File: config.mk
export PLATFORM = sky130hd
export DESIGN_NAME = vsmac_act_stage_flat
export DESIGN_NICKNAME = d
export VERILOG_FILES = /design/src/rtl/vsmac_act_stage_pkg.sv /design/src/rtl/vsmac_act_stage_if.sv /design/src/rtl/vsmac_act_stage_act_lane.sv /design/src/rtl/vsmac_act_stage.sv /design/src/flat_wrapper.sv
export SDC_FILE = /design/constraint.sdc
export NUM_CORES = 1
export LEC_CHECK = 0
export ABC_AREA = 1
export ABC_CLOCK_PERIOD_IN_PS = 2690
export BUFFER_PORTS_ARGS = -buffer_cell sky130_fd_sc_hd__buf_2
export CORE_ASPECT_RATIO = 0.6
export CORE_MARGIN = 2
export CORE_UTILIZATION = 47
export CTS_CLUSTER_DIAMETER = 150
export DETAILED_ROUTE_END_ITERATION = 8
export GPL_TIMING_DRIVEN = 0
export HOLD_SLACK_MARGIN = 0.12
export PLACE_DENSITY_LB_ADDON = 0.15
export REMOVE_ABC_BUFFERS = 1
export SLEW_MARGIN = 10
export SYNTH_ARGS = -nofsm -noshare
export SYNTH_HDL_FRONTEND = slang
export SYNTH_SLANG_ARGS = --single-unit
export TNS_END_PERCENT = 10
File: constraint.sdc
create_clock -name clk -period 2.69 [get_ports clk]
set_input_delay 0.1345 -clock clk [delete_from_list [all_inputs] [get_ports clk]]
set_output_delay 0.1345 -clock clk [all_outputs]
set_load 0.02 [all_outputs]
File: src/rtl/vsmac_act_stage_pkg.sv
// Shared constants and helpers for the MAC activation stage.
//   - default lane count, lane width and accumulation count
//   - accumulation counter width, FIFO depth and FIFO count type
//   - lane saturation limits, available as defaults and as width-driven helpers
package vsmac_act_stage_pkg;

  localparam int SIZE_DEF          = 6;
  localparam int WIDTH_DEF         = 8;
  localparam int ACCUMULATIONS_DEF = 3;
  localparam int ACC_CNT_W         = $clog2(ACCUMULATIONS_DEF);

  localparam int FIFO_DEPTH = 2;
  typedef logic [$clog2(FIFO_DEPTH + 1)-1:0] fifo_cnt_t;

  localparam int LANE_MAX_DEF = (32'sd1 <<< (WIDTH_DEF - 1)) - 32'sd1;
  localparam int LANE_MIN_DEF = -(32'sd1 <<< (WIDTH_DEF - 1));

  // Counter width that still works when a single enable completes a vector
  function automatic int cnt_width(input int accs);
    return (accs > 1) ? $clog2(accs) : 1;
  endfunction

  function automatic int lane_max(input int w);
    return (32'sd1 <<< (w - 1)) - 32'sd1;
  endfunction

  function automatic int lane_min(input int w);
    return -(32'sd1 <<< (w - 1));
  endfunction

endpackage

File: src/rtl/vsmac_act_stage_if.sv
// Result stream from the activation stage toward the next layer.
//   out_data  : head vector, lane i = [WIDTH*i +: WIDTH]
//   out_valid : a vector is available
//   out_ready : consumer takes the head when out_valid && out_ready
// master = activation stage, slave = consumer.
interface vsmac_act_stage_if #(
  parameter int SIZE  = 6,
  parameter int WIDTH = 8
);
  logic [SIZE*WIDTH-1:0] out_data;
  logic                  out_valid;
  logic                  out_ready;

  modport master (output out_data, output out_valid, input out_ready);
  modport slave  (input out_data, input out_valid, output out_ready);
endinterface

File: src/rtl/vsmac_act_stage_act_lane.sv
// One lane of activation math, purely combinational.
//   mac  : signed MAC result for this lane
//   bias : signed bias for this lane
//   res  : sext(mac)+sext(bias), arithmetic shift right by SHIFT, then clamped
//          to [0, max] when RELU=1 or to [min, max] when RELU=0
module act_lane
  import vsmac_act_stage_pkg::*;
#(
  parameter int WIDTH = WIDTH_DEF,
  parameter int SHIFT = 0,
  parameter int RELU  = 1
) (
  input  logic [WIDTH-1:0] mac,
  input  logic [WIDTH-1:0] bias,
  output logic [WIDTH-1:0] res
);

  localparam int MAX_I = lane_max(WIDTH);
  localparam int MIN_I = (RELU != 0) ? 0 : lane_min(WIDTH);
  localparam logic signed [WIDTH:0] SAT_MAX = (WIDTH + 1)'(MAX_I);
  localparam logic signed [WIDTH:0] SAT_MIN = (WIDTH + 1)'(MIN_I);

  logic signed [WIDTH:0] sum_s;
  logic signed [WIDTH:0] sh_s;

  // One extra bit keeps the bias add exact before saturation
  assign sum_s = $signed({mac[WIDTH-1], mac}) + $signed({bias[WIDTH-1], bias});
  assign sh_s  = sum_s >>> SHIFT;

  // Saturate the shifted sum into the lane range
  always_comb begin
    if (sh_s > SAT_MAX) begin
      res = SAT_MAX[WIDTH-1:0];
    end else if (sh_s < SAT_MIN) begin
      res = SAT_MIN[WIDTH-1:0];
    end else begin
      res = sh_s[WIDTH-1:0];
    end
  end

endmodule

File: src/rtl/vsmac_act_stage.sv
// Activation stage behind the vector-scalar MAC array.
//   clk, reset : clock and synchronous active-low reset
//   enable     : MAC enable; every ACCUMULATIONS enables complete one vector
//   mac_out    : MAC result vector, sampled one cycle after the final enable
//   bias       : per-lane bias, sampled together with mac_out
//   full       : result FIFO holds two vectors
//   overflow   : sticky, a finished vector was dropped on a full FIFO
//   out        : valid/ready stream of finished vectors (head of the FIFO)
module vsmac_act_stage
  import vsmac_act_stage_pkg::*;
#(
  parameter int SIZE          = SIZE_DEF,
  parameter int WIDTH         = WIDTH_DEF,
  parameter int ACCUMULATIONS = ACCUMULATIONS_DEF,
  parameter int SHIFT         = 0,
  parameter int RELU          = 1
) (
  input  logic                  clk,
  input  logic                  reset,
  input  logic                  enable,
  input  logic [WIDTH*SIZE-1:0] mac_out,
  input  logic [WIDTH*SIZE-1:0] bias,
  output logic                  full,
  output logic                  overflow,
  vsmac_act_stage_if.master     out
);

  localparam int VEC_W = WIDTH * SIZE;
  localparam int CNT_W = cnt_width(ACCUMULATIONS);
  localparam logic [CNT_W-1:0] CNT_LAST  = CNT_W'(ACCUMULATIONS - 1);
  localparam fifo_cnt_t        CNT_FULL  = fifo_cnt_t'(FIFO_DEPTH);

  logic [CNT_W-1:0] acc_cnt_r;
  logic             cap_pend_r;
  logic [VEC_W-1:0] res_s;

  logic [VEC_W-1:0] mem_r [FIFO_DEPTH];
  logic             wr_ptr_r, rd_ptr_r;
  fifo_cnt_t        count_r;
  logic             valid_r, full_r, ovf_r;
  logic [VEC_W-1:0] head_r;

  logic             push_s, pop_s, wr_en_s;
  logic             wr_ptr_n, rd_ptr_n;
  fifo_cnt_t        count_n;
  logic             ovf_n;
  logic [VEC_W-1:0] head_n;

  for (genvar i = 0; i < SIZE; i++) begin : g_lane
    act_lane #(.WIDTH(WIDTH), .SHIFT(SHIFT), .RELU(RELU)) u_lane (
      .mac  (mac_out[WIDTH*i +: WIDTH]),
      .bias (bias[WIDTH*i +: WIDTH]),
      .res  (res_s[WIDTH*i +: WIDTH])
    );
  end

  // Enable counter; flags a capture for the cycle after the last enable of a vector
  always_ff @(posedge clk) begin
    if (!reset) begin
      acc_cnt_r  <= '0;
      cap_pend_r <= 1'b0;
    end else if (enable) begin
      if (acc_cnt_r == CNT_LAST) begin
        acc_cnt_r  <= '0;
        cap_pend_r <= 1'b1;
      end else begin
        acc_cnt_r  <= acc_cnt_r + CNT_W'(1);
        cap_pend_r <= 1'b0;
      end
    end else begin
      cap_pend_r <= 1'b0;
    end
  end

  assign push_s = cap_pend_r;
  assign pop_s  = valid_r & out.out_ready;

  // FIFO next state; a push on a full FIFO still lands when the head leaves that cycle
  always_comb begin
    wr_en_s  = 1'b0;
    wr_ptr_n = wr_ptr_r;
    rd_ptr_n = rd_ptr_r;
    count_n  = count_r;
    ovf_n    = ovf_r;
    case ({push_s, pop_s})
      2'b11: begin
        wr_en_s  = 1'b1;
        wr_ptr_n = ~wr_ptr_r;
        rd_ptr_n = ~rd_ptr_r;
      end
      2'b10: begin
        if (count_r == CNT_FULL) begin
          ovf_n = 1'b1;
        end else begin
          wr_en_s  = 1'b1;
          wr_ptr_n = ~wr_ptr_r;
          count_n  = count_r + fifo_cnt_t'(1);
        end
      end
      2'b01: begin
        rd_ptr_n = ~rd_ptr_r;
        count_n  = count_r - fifo_cnt_t'(1);
      end
      default: begin
        wr_en_s = 1'b0;
      end
    endcase
  end

  // Next head: the vector being written if it lands in the head slot, else storage
  always_comb begin
    if (wr_en_s && (wr_ptr_r == rd_ptr_n)) begin
      head_n = res_s;
    end else begin
      head_n = mem_r[rd_ptr_n];
    end
  end

  // FIFO storage, pointers and registered status outputs
  always_ff @(posedge clk) begin
    if (!reset) begin
      for (int i = 0; i < FIFO_DEPTH; i++) begin
        mem_r[i] <= '0;
      end
      wr_ptr_r <= 1'b0;
      rd_ptr_r <= 1'b0;
      count_r  <= '0;
      valid_r  <= 1'b0;
      full_r   <= 1'b0;
      ovf_r    <= 1'b0;
      head_r   <= '0;
    end else begin
      if (wr_en_s) begin
        mem_r[wr_ptr_r] <= res_s;
      end
      wr_ptr_r <= wr_ptr_n;
      rd_ptr_r <= rd_ptr_n;
      count_r  <= count_n;
      valid_r  <= (count_n != '0);
      full_r   <= (count_n == CNT_FULL);
      ovf_r    <= ovf_n;
      head_r   <= head_n;
    end
  end

  assign out.out_data  = head_r;
  assign out.out_valid = valid_r;
  assign full          = full_r;
  assign overflow      = ovf_r;

endmodule
File: src/flat_wrapper.sv
// flat-port wrapper written by rule: the top's interface ports become plain ports
module vsmac_act_stage_flat import vsmac_act_stage_pkg::*;
#(
  parameter int SIZE          = SIZE_DEF,
  parameter int WIDTH         = WIDTH_DEF,
  parameter int ACCUMULATIONS = ACCUMULATIONS_DEF,
  parameter int SHIFT         = 0,
  parameter int RELU          = 1
)
  (clk, reset, enable, mac_out, bias, full, overflow, out_out_data, out_out_valid, out_out_ready);
  vsmac_act_stage_if #(.SIZE(SIZE), .WIDTH(WIDTH)) out_i ();
  input  logic clk;
  input  logic reset;
  input  logic enable;
  input  logic [WIDTH*SIZE-1:0] mac_out;
  input  logic [WIDTH*SIZE-1:0] bias;
  output logic full;
  output logic overflow;
  output wire logic [$bits(out_i.out_data)-1:0] out_out_data;
  output wire logic [$bits(out_i.out_valid)-1:0] out_out_valid;
  input wire logic [$bits(out_i.out_ready)-1:0] out_out_ready;
  assign out_out_data = out_i.out_data;
  assign out_out_valid = out_i.out_valid;
  assign out_i.out_ready = out_out_ready;
  vsmac_act_stage #(.SIZE(SIZE), .WIDTH(WIDTH), .ACCUMULATIONS(ACCUMULATIONS), .SHIFT(SHIFT), .RELU(RELU)) u_core (.clk(clk), .reset(reset), .enable(enable), .mac_out(mac_out), .bias(bias), .full(full), .overflow(overflow), .out(out_i));
endmodule
; Word-level counts from Yosys, hierarchy flattened
; Memory sizes are Yosys's and may differ from the RTL's. A register that Yosys moved wholly into a read port is not among the register bits.
; Cells that the tools add are included.
[op_classes]
n_addsub = 9
n_lt_le_gt_ge = 12
eq_ne = 7
n_mux = 28
bitwise_logic = 3
n_reduce_logical = 8
[ops]
columns = operator, n
row1 = 8-bit two-way mux, 12
row2 = 8-bit by 8-bit adder with 9-bit output, 6
row3 = "9-bit by 8-bit greater-than comparator with 1-bit output, second input constant", 6
row4 = "9-bit by 1-bit less-than comparator with 1-bit output, second input constant", 6
row5 = 48-bit two-way mux, 1
row6 = 48-bit OR reduction, 1
row7 = "2-bit equality test, second input constant", 5
row8 = 1-bit two-way mux, 10
row9 = 2-bit AND reduction, 3
row10 = "2-bit by 1-bit adder with 2-bit output, second input constant", 2
row11 = 2-bit two-way mux, 2
row12 = 1-bit one-hot mux with 2 select lines, 2
row13 = 2-bit one-hot mux with 2 select lines, 1
row14 = 2-bit nonzero test, 2
row15 = "2-bit by 1-bit equality test with 1-bit output, second input constant", 1
row16 = "2-bit != test, second input constant", 1
row17 = 1-bit inverter, 2
row18 = 2-bit OR reduction, 1
row19 = "2-bit by 1-bit subtractor with 2-bit output, second input constant", 1
row20 = 1-bit bitwise AND, 1
row21 = 1-bit zero test, 1
[totals]
ff_bits = 10
mem_bits_rw = 96
inputBits = 100
output_inout_bits = 51
word_cells = 76
memories = 1
[mem_list]
columns = memory, words, width, read_ports, rd_clocked_by_memory_dff, write_ports, line_no
row1 = u_core.mem_r, 2, 48, 1, 1, 2, vsmac_act_stage.sv:37  ; logic [VEC_W-1:0] mem_r [FIFO_DEPTH];

; Depth between registers and ports, before layout
[logic_depth]
ltp_word = 8
ltp_mapped = 14
ltp_nobuf = 14

; Cells and area by module
; A second synthesis with hierarchy kept.
[hier_totals]
cells_unflattened = 1379
area_unflattened_um2 = 9816.9
[modules_own_cells]
columns = mod, n_inst, cells_each, area_per_inst_um2, seq_area_each_um2
row1 = vsmac_act_stage, 1, 839, 6919.1, 4043.9
row2 = act_lane (u_core.g_lane[1].u_lane ...), 4, 89, 481.7, 0.0
row3 = act_lane (u_core.g_lane[0].u_lane ...), 2, 92, 485.5, 0.0

; Least setup slack after synthesis
; Ideal clock, no wire load.
[synth_path]
path_kind = reg-to-reg
start = register u_core.valid_r, in the netlist u_core.out.out_valid
end = memory u_core.mem_r[0][0] (netlist name), enable pin
setup_ns = 0.406
arrival_ns = 2.474
required_time_ns = 2.284
slack_ns = -0.191
path_stages_with_launch = 9
n_path_buf = 1
synth_period_minus_slack_ns = 2.881
cell_sequence = dfxtp_1 -> nand2_1 -> inv_1 -> ha_1 -> inv_2 -> a21oi_2 -> nand2_1 -> clkbuf_1 -> nand2_1
[synth_rtl]
columns = element, line_no
row1 = from (decl), vsmac_act_stage.sv:40  ; logic valid_r, full_r, ovf_r;
row2 = from (signal assigned), vsmac_act_stage.sv:139  ; valid_r <= (count_n != '0);
row3 = to (decl), vsmac_act_stage.sv:37

==> run_results.csv <==
group,metric,value,unit
outcome,status,"finished clean",
layout,multi_input_comb_area,4170,µm²
die,floorplan.rows,38,
routing,top_layer,"met4",
layout,layout-drive-gt1-share,0.183,
sta,finalCritPeriodShare,0.907,
layout,number_of_nets_in_the_finished_design,1443,
worst_setup_path,timing.critical_path.max_delay_family,"simple AND/OR/NAND/NOR gates",
worst_setup_path,critical_path.max_stage_delay,660,ps
sta,finalHoldViolations,0,
sta,remaining_max_slew_budget_at_the_tightest_pin,0.500,
place,portBuffers,150,
worst_setup_path,critical_path.n_buffers_inverters,2,
clocking,worst_skew_pair.late_latency,420,ps
sta,timing.final.ws_setup,251,ps
die,die_x,182,µm
synth,synth-compound-area-share,0.0273,
place,gpl.final_weighted_congestion,0.829,
clocking,worst_setup_hold_path_clk_slew,60,ps
global_routing,number_of_global_route_vias_before_repair,6883,
worst_setup_path,slowest_stage,"nand2_4",
global_routing,grt_pass1_wl,32.6,mm
sta,peak_clock_frequency_supported_by_timing,410,MHz
global_routing,pin_count_of_the_biggest_net_entering_global_routing,51,
worst_setup_path,ff2ff_path_depth,7,
place,detailed_place_hpwl,13.2,mm
routing,wire_length_on_met3,1.08,mm
global_routing,leftover_overflow_at_the_end_of_global_routing,0,
hold_path,worstHoldStart,"bias[8]",
worst_setup_path,worst_r2r_startpoint,"u_core.out.out_valid",
routing,met2WireLength,8.01,mm
global_routing,antenna_violations_before_repair,0,
routing,initialDrtViolationCount,441,
synth,flop_and_latch_count_out_of_synthesis,154,
worst_setup_path,maximum_fanout_along_the_worst_path,48,
clocking,clock_h_tree_levels,4,
worst_setup_path,cp.arrival,2480,ps
layout,ff_latch_area,4040,µm²
pwr,worst_ir_drop_vdd,0.458,mV
worst_setup_path,timing.setup.critical_path_class,"flop to flop",
synth,synth_fa_ha_area_frac,0.0877,
routing,routed_via_density,4.81,
routing,final_ant_viol_nets,0,
layout,antennaDiodeCount,0,
hold_path,timing.hold.worst.class,"primary input to flop",
synth,post_synth_instance_area,8930,µm²
clocking,cts.path.max_buffers,2,
routing,met1_length,10.1,mm
worst_setup_path,crit_start,"u_core.out.out_valid",
clocking,cts_tree,"yes",
die,ios,151,
synth,post_synth_inst_count,1121,
pwr,pwr_density_cell,578,nW/µm²
layout,area_delta_synth_final,18.5,%
sta,post-route-min-period,2440,ps
die,die_h,111,µm
worst_setup_path,crit_required,2740,ps
routing,route.detailed.wl_per_inst,12.6,µm
global_routing,gr-usage-all-layers,0.199,
worst_setup_path,cp_cell_sequence,"nand2_1 -> inv_1 -> ha_1 -> inv_2 -> a21oi_2 -> nand2_2 -> nand2_4",
layout,fill_cells,1721,
layout,mostFrequentLayoutCell,"nand2_1",
die,die-area,20200,µm²
synth,yosys.area_share.simple,0.273,
worst_setup_path,worst-path-stages,7,
synth,synth_xor_area_frac,0.0157,
synth,synth_mux_area_frac,0.0536,
sta,final-max-slew-violation-count,0,
sta,finalSetupViolations,0,
die,initial_utilization,0.487,
clocking,cts_made_buffers,17,
pwr,p_leak,5.66,nW
routing,drt_first_pass_iters,5,
synth,synth_top_family_by_area,"simple AND/OR/NAND/NOR gates",
synth,synthesis.area_per_instance,7.97,µm²
sta,finClkSkew,8.98,ps
synth,synth.distinct_cells,33,
worst_setup_path,worst_setup_end_kind,"flop",
clocking,ctsRootBufferMaster,"clkbuf_16",
sta,fin_hold_ws,201,ps
layout,final_core_utilization,0.577,
worst_setup_path,setup.worst_path.start_class,"flop",
worst_setup_path,worst_setup_path_endpoint,"u_core.mem_r[1][18]",
die,floorplan.core_area,18400,µm²
sta,setup_tns,0,ps
routing,via_count,7388,
worst_setup_path,rr_endpoint,"u_core.mem_r[1][18]",
routing,post_route_drc,0,
sta,grt_setup_unrepaired,"no",
synth,yosysWarnings,0,
worst_setup_path,setup.reg_to_reg.worst_slack,250,ps
synth,synth.yosys.seq_area_share,0.453,
sta,tightestPinTransition,750,ps
place,pre_cts_ws,-408,ps
routing,totalWireLength,19.4,mm
job,drv_cap,0,
clocking,cts_num_sinks,154,
layout,layout_common_cells,"nand2_1 (390), inv_1 (179), buf_2 (150), nor2_1 (104), edfxtp_1 (96)",
registers in the layout, summed over array words and instances (netlist names):
name                  flops
u_core.count_r            2
u_core.out.out_data      48
u_core.rd_ptr_r           1
u_core.overflow           1
u_core.out.out_valid      1
u_core.cap_pend_r         1
u_core.full               1
u_core.wr_ptr_r           1
u_core.acc_cnt_r          2
u_core.mem_r             96
repair_timing:
item,4_1_cts,5_1_grt
setup endpoints to repair,42,42
endpoints found under the hold margin,6,0
cloned,0,1
pin swaps,0,1
resized for setup,3,1
hold buffers,2,0
buffers inserted,0,0
per-stage QoR:
stage	power, mW	std cells	cell area (µm²)
4_1_cts	6.16	1536	10600
5_1_grt	6.46	1537	10600
6_report	6.11	1537	10600
2_1_floorplan	3.50	1110	8850
3_5_place_dp	3.82	1502	9970
3_3_place_gp	3.81	1500	9900
worst reg2reg max path, delay by kind of cell, from the launching register on:
| kind | cells | cell delay (ps) |
|---|---|---|
| buf+inv | 2 | 180 |
| fa+ha+maj | 1 | 240 |
| simple gates | 3 | 1050 |
| compound gates | 1 | 220 |
| flops | 1 | 320 |
Yosys cell counts:
library cell / n / share of area
a21oi_1: 31 / 0.017
o21ai_4: 1 / 0.0018
nand2_1: 394 / 0.17
mux2i_1: 1 / 0.0011
xor2_1: 9 / 0.0088
nand3b_4: 1 / 0.0022
conb_1: 1 / 0.00042
inv_2: 2 / 0.00084
nor4_1: 1 / 0.00070
mux2_4: 2 / 0.0034
o21ai_0: 8 / 0.0045
clkinv_1: 1 / 0.00042
clkbuf_1: 8 / 0.0034
nor2_1: 104 / 0.044
nand2_2: 2 / 0.0014
o21ai_1: 1 / 0.00056
edfxtp_1: 96 / 0.32
a21boi_4: 1 / 0.0021
nand2_4: 1 / 0.0013
nand4_1: 10 / 0.0070
buf_6: 3 / 0.0038
buf_2: 10 / 0.0056
mux2_2: 39 / 0.049
dfxtp_1: 58 / 0.13
nor3b_1: 1 / 0.00084
nand3_1: 86 / 0.048
inv_1: 179 / 0.075
a21oi_2: 1 / 0.00098
ha_1: 53 / 0.074
fa_1: 6 / 0.013
nand3b_1: 2 / 0.0017
xnor2_1: 7 / 0.0069
buf_4: 1 / 0.00084
cells by family (layout without fill, tap and decap cells):
family / count (synthesis) / count (layout)
mux: 42 / 42
flops: 154 / 154
buf+inv: 204 / 368
xor+xnor: 16 / 16
other cells: 1 / 12
compound gates: 43 / 43
simple gates: 602 / 603
fa+ha+maj: 59 / 59
how the worst min path moves through the flow:
stage,to,slack [ps],cells after the start
after CTS,u_core.out.out_data[24],190,6
after global placement,u_core.cap_pend_r,410,3
after global routing,u_core.out.out_data[24],250,6
after floorplan,u_core.count_r[1],260,2
final,u_core.out.out_data[8],200,6
after detailed placement,u_core.cap_pend_r,410,3
layer usage:
metal | vias to the layer above | GRT usage
met1 | 3317 | 0.290
met4 | 0 | 0.0505
met2 | 190 | 0.301
met3 | 16 | 0.0414
li1 | 3865 | -
met5 | - | 0
layout make-up:
class                   count  share of cell area
flip-flops and latches    154               0.382
multi-input cells         775               0.394
well taps                 240              0.0284
clock inverters            11              0.0113
inverters                 182              0.0655
repair buffers            154              0.0766
clock buffers              21              0.0426
report_power, final:
group / total [mW] / leakage, nW / internal, mW / switching (mW)
sequential: 2.63 / 1.46 / 2.60 / 0.0246
clock: 2.33 / 0.282 / 1.39 / 0.945
combinational: 1.15 / 3.91 / 0.408 / 0.745
No activity file was read; power rests on OpenSTA's default activity.
